[src/rtl/stream_rr_merge.sv]
// N-channel round-robin stream merger with source-channel tagging, optional
// packet-hold arbitration and sticky per-process exception flags.
module stream_rr_merge #(
  parameter int N      = 4,
  parameter int WIDTH  = 32,
  parameter int CHAN_W = 2,
  parameter int PACKET = 0
) (
  input  logic                clk,
  input  logic                rst,
  input  logic [N*WIDTH-1:0]  input_data,
  input  logic [N-1:0]        input_stb,
  input  logic [N-1:0]        input_last,
  output logic [N-1:0]        input_ack,
  output logic [WIDTH-1:0]    output_data,
  output logic [CHAN_W-1:0]   output_channel,
  output logic                output_last,
  output logic                output_stb,
  input  logic                output_ack,
  input  logic [N-1:0]        exception_in,
  output logic [N-1:0]        exception_flags,
  output logic                exception
);

  typedef enum logic [1:0] {
    ARB  = 2'd0,
    ACK  = 2'd1,
    SEND = 2'd2
  } state_t;

  localparam logic [CHAN_W-1:0] PTR_RST = CHAN_W'(N - 1);

  state_t              state_q, state_d;
  logic [CHAN_W-1:0]   ptr_q, ptr_d;
  logic [CHAN_W-1:0]   cand_q, cand_d;
  logic                lock_q, lock_d;
  logic [N-1:0]        ack_q, ack_d;
  logic                stb_q, stb_d;
  logic [WIDTH-1:0]    data_q, data_d;
  logic [CHAN_W-1:0]   chan_q, chan_d;
  logic                last_q, last_d;
  logic [N-1:0]        flags_q, flags_d;
  logic                exc_q, exc_d;

  logic                cand_found_s;
  logic [CHAN_W-1:0]   cand_idx_s;
  logic [CHAN_W-1:0]   scan_idx_s;

  // Candidate search: locked channel, else first requester after the pointer.
  always_comb begin
    cand_found_s = 1'b0;
    cand_idx_s   = '0;
    scan_idx_s   = '0;
    if (lock_q) begin
      cand_found_s = input_stb[ptr_q];
      cand_idx_s   = ptr_q;
    end else begin
      for (int k = 1; k <= N; k++) begin
        scan_idx_s = CHAN_W'((int'(ptr_q) + k) % N);
        if (!cand_found_s && input_stb[scan_idx_s]) begin
          cand_found_s = 1'b1;
          cand_idx_s   = scan_idx_s;
        end
      end
    end
  end

  // Next-state and output-register logic.
  always_comb begin
    state_d = state_q;
    ptr_d   = ptr_q;
    cand_d  = cand_q;
    lock_d  = lock_q;
    ack_d   = '0;
    stb_d   = stb_q;
    data_d  = data_q;
    chan_d  = chan_q;
    last_d  = last_q;
    flags_d = flags_q | exception_in;
    exc_d   = |flags_q;
    case (state_q)
      ARB: begin
        if (cand_found_s) begin
          ack_d   = N'(1) << cand_idx_s;
          cand_d  = cand_idx_s;
          state_d = ACK;
        end else begin
          state_d = ARB;
        end
      end
      ACK: begin
        data_d  = input_data[int'(cand_q)*WIDTH +: WIDTH];
        chan_d  = cand_q;
        last_d  = input_last[cand_q];
        stb_d   = 1'b1;
        ptr_d   = cand_q;
        if (PACKET != 0) begin
          lock_d = ~input_last[cand_q];
        end else begin
          lock_d = 1'b0;
        end
        state_d = SEND;
      end
      SEND: begin
        if (output_ack) begin
          stb_d   = 1'b0;
          state_d = ARB;
        end else begin
          state_d = SEND;
        end
      end
      default: begin
        stb_d   = 1'b0;
        lock_d  = 1'b0;
        state_d = ARB;
      end
    endcase
  end

  // State and output registers with synchronous reset.
  always_ff @(posedge clk) begin
    if (rst) begin
      state_q <= ARB;
      ptr_q   <= PTR_RST;
      cand_q  <= '0;
      lock_q  <= 1'b0;
      ack_q   <= '0;
      stb_q   <= 1'b0;
      data_q  <= '0;
      chan_q  <= '0;
      last_q  <= 1'b0;
      flags_q <= '0;
      exc_q   <= 1'b0;
    end else begin
      state_q <= state_d;
      ptr_q   <= ptr_d;
      cand_q  <= cand_d;
      lock_q  <= lock_d;
      ack_q   <= ack_d;
      stb_q   <= stb_d;
      data_q  <= data_d;
      chan_q  <= chan_d;
      last_q  <= last_d;
      flags_q <= flags_d;
      exc_q   <= exc_d;
    end
  end

  assign input_ack       = ack_q;
  assign output_stb      = stb_q;
  assign output_data     = data_q;
  assign output_channel  = chan_q;
  assign output_last     = last_q;
  assign exception_flags = flags_q;
  assign exception       = exc_q;

endmodule
[config.mk]
export PLATFORM = sky130hd
export DESIGN_NAME = stream_rr_merge
export DESIGN_NICKNAME = d
export VERILOG_FILES = /design/src/rtl/stream_rr_merge.sv
export SDC_FILE = /design/constraint.sdc
export NUM_CORES = 1
export LEC_CHECK = 0
export ABC_AREA = 1
export CELL_PAD_IN_SITES_DETAIL_PLACEMENT = 0
export CELL_PAD_IN_SITES_GLOBAL_PLACEMENT = 2
export CORE_MARGIN = 8
export CORE_UTILIZATION = 20
export DETAILED_ROUTE_END_ITERATION = 8
export MAX_ROUTING_LAYER = met4
export PLACE_DENSITY = 0.88
export SYNTH_ARGS = -nofsm -noshare
export SYNTH_HDL_FRONTEND = slang
export SYNTH_SLANG_ARGS = --single-unit
[constraint.sdc]
create_clock -name clk -period 2.19 [get_ports clk]
set_clock_uncertainty 0.15 [all_clocks]
set_input_delay 0.219 -clock clk [delete_from_list [all_inputs] [get_ports clk]]
set_output_delay 0.219 -clock clk [all_outputs]
set_load 0.05 [all_outputs]
==> results of run 1 <==
flip-flops by register name, summed over array words and instances (netlist names):
signal and cells:
output_channel 2, cand_q 2, input_ack 4, output_last 1, exception_flags 4, state_q 2
ptr_q 2, output_stb 1, output_data 32, exception 1
layout make-up:
class,instances,area [um2]
timing repair buffer,196,1980
tap,184,230
clock inverter,2,16.3
inverter,51,199
multi-input combinational,284,1630
fill,1553,9320
clock buffer,6,139
sequential,51,1030
layer usage:
metal	part of all wire [%]	wire, um	vias up	GRT usage, %
met5	0	0	-	-
met4	0.60	72	0	2.15
met3	8.7	1050	9	3.66
met2	46	5560	111	20.7
met1	44	5280	1550	14.8
li1	-	-	1747	-
tightest hold or removal path, delay by kind of cell:
| family | cells | cell delay [ns] |
|---|---|---|
| buffers and inverters | 1 | 0.40 |
| AND/OR/NAND/NOR | 2 | 0.14 |
synth_stat cells, types with 2 or more instances:
library cell,instances,area share [%]
o221ai_1,33,9.7
buf_2,4,0.67
a21oi_1,5,0.84
buf_1,4,0.50
nand2_1,39,4.9
nand3_2,4,1.3
o21ai_0,65,11
o211ai_1,2,0.50
nand2_2,9,1.9
nand3b_1,2,0.50
mux2i_1,33,11
inv_1,46,5.8
buf_4,3,0.76
clkbuf_1,18,2.3
o21ai_1,3,0.50
dfxtp_1,51,34
nand3_1,5,0.84
nor2_1,78,9.8
inv_2,3,0.38
final timing paths:
kind / start / end / slack [ns] / depth (start not counted)
hold reg to reg: exception_flags[0] / exception_flags[0] / 0.34 / 2
setup reg to reg: ptr_q[0] / input_ack[3] / 0.39 / 12
hold / removal: exception_in[0] / exception_flags[0] / 0.34 / 3
setup / recovery: exception_flags[2] / exception_flags[2] / 0.33 / 1
metrics by stage:
stage	setup WS, ns	util, %
after floorplan	0.718	-
after global placement	0.405	34.8
after detailed placement	0.330	34.8
after CTS	0.301	35.9
after global routing	0.206	35.9
final	0.326	35.9
cell families (layout without fill, tap and decap cells):
family	Yosys count	in the layout	synth area share, %
AOI/OAI and AO/OA	109	109	22.8
buffers and inverters	81	255	11.3
DFF	51	51	34.3
muxes	33	33	11.1
and+or+nand+nor	142	142	20.6
power by group through the flow:
stage / logic [mW] / registers (mW) / clock network (mW)
finish: 2.82 / 1.28 / 0.824
global route: 3.09 / 1.31 / 0.910
CTS: 2.87 / 1.29 / 0.875
detailed placement: 2.86 / 1.31 / 0
global placement: 2.83 / 1.30 / 0
floorplan: 1.26 / 1.89 / 0
==> flow_metrics.env, run 1 <==
export IMPL_status="completed"
export IMPL_wl_um=12000
export IMPL_rows=44
export IMPL_cts_root_buffer="clkbuf_16"
export IMPL_critical_path_arrival_ns=1.49
export IMPL_switching_share_pct=45.6
export IMPL_diodes=0
export IMPL_cp_cell_sequence="clkdlybuf4s50_1"
export IMPL_critPathCaptureType="output pin"
export IMPL_grt_overflow_total=0
export IMPL_nets=732
export IMPL_final_common_cell="clkdlybuf4s50_1"
export IMPL_synth_seq_cells=51
export IMPL_min_period_ns=1.86
export IMPL_p_comb_share_pct=57.2
export IMPL_setup_viol=0
export IMPL_cp_data_required_time_ns=1.82
export IMPL_p_leak_nw=2.19
export IMPL_syn2layout_area_growth_pct=75.1
export IMPL_ys_seq_area_share_pct=34.3
export IMPL_port_buffers=187
export IMPL_final_area_mm2=0.00521
export IMPL_path_class="reg2out"
export IMPL_place_hpwl_um=9220
export IMPL_die_w_um=138
export IMPL_wl_per_cell_um=15.5
export IMPL_cp_buffers_inverters=1
export IMPL_antenna_found_initial=0
export IMPL_htree_levels=2
export IMPL_die_area_mm2=0.0190
export IMPL_slew_headroom_pct=63.3
export IMPL_grt_pass1_wl_um=18400
export IMPL_start_util_pct=20.5
export IMPL_cts_repair_resized=0
export IMPL_tns_ns=0
export IMPL_drtIter0Drc=114
export IMPL_grt_setup_unrepaired="false"
export IMPL_crit_family="buffers and inverters"
export IMPL_finalCritPeriodShare_pct=85.1
export IMPL_die_y_um=138
export IMPL_drive_above_1_share_pct=6.61
export IMPL_clock_power_share_pct=16.7
export IMPL_place_gp_congestion=0.829
export IMPL_powerDensity_mw_per_mm2=945
export IMPL_cts_buffers=5
export IMPL_core_mm2=0.0145
export IMPL_critPathMaxFanout=3
export IMPL_intPower_mw=2.68
export IMPL_cts_tree="yes"
export IMPL_fmax_ghz=0.537
export IMPL_sequentialPowerShare_pct=26.1
export IMPL_grt_start_max_net_pins=68
export IMPL_postRouteAntennaNets=0
export IMPL_finalHoldViolCount=0
export IMPL_clock_latency_ns=0.30
export IMPL_cts_hold_buffers_added=0
export IMPL_worst_pin_slew_ns=0.549
export IMPL_cts_num_sinks=51
export IMPL_vias=3417
export IMPL_syn_area_mm2=0.00298
export IMPL_start_kind="flop"
export IMPL_most_common_layout_cells="clkdlybuf4s50_1, nor2_1, o21ai_0"
export IMPL_slowest_stage="clkdlybuf4s50_1"
export IMPL_syn_area_per_cell_um2=7.16
export IMPL_cts_buffer_depth=2
export IMPL_async_reset_ff_share_pct=0
export IMPL_dpl_instance_area_mm2=0.00506
export IMPL_synth_edf_count=0
export IMPL_clk_pin_slew_ns=0.07
export IMPL_grt_pass1_vias=3513
export IMPL_drc=0
export IMPL_yosysWarningCount=0
export IMPL_fin_cells=774
export IMPL_drv_cap=0
export IMPL_slowest_delay_ns=0.83
export IMPL_first_pass_iters=4
export IMPL_synth_cell_types=28
export IMPL_viasPerCell=4.41
export IMPL_dp_cells=766
export IMPL_ir_drop_mv=0.388
export IMPL_yosys_most_used_dff="dfxtp_1"
export IMPL_postCtsSetupBuffers=0
export IMPL_syn_nets=559
export IMPL_finalPower_mw=4.93
export IMPL_hp_class="in2reg"
export IMPL_synthCells=416
export IMPL_grt_util_all_layers_pct=12.4
export IMPL_power_switching_mw=2.25
export IMPL_holdWs_ns=0.342
export IMPL_report_final_slew_viol_count=0
export IMPL_ios=188
(Power assumes the default switching activity.)
==> run 2, diff against run 1 <==
CTS_CLUSTER_SIZE = 12   (was not set)
==> results of run 2 <==
Same layout as run 1: the final DEF is identical, and so are final timing and power.
==> run 3, diff against run 2 <==
CTS_CLUSTER_DIAMETER = 100   (was not set)
==> results of run 3 <==
Same layout as run 1: the final DEF is identical, and so are final timing and power.
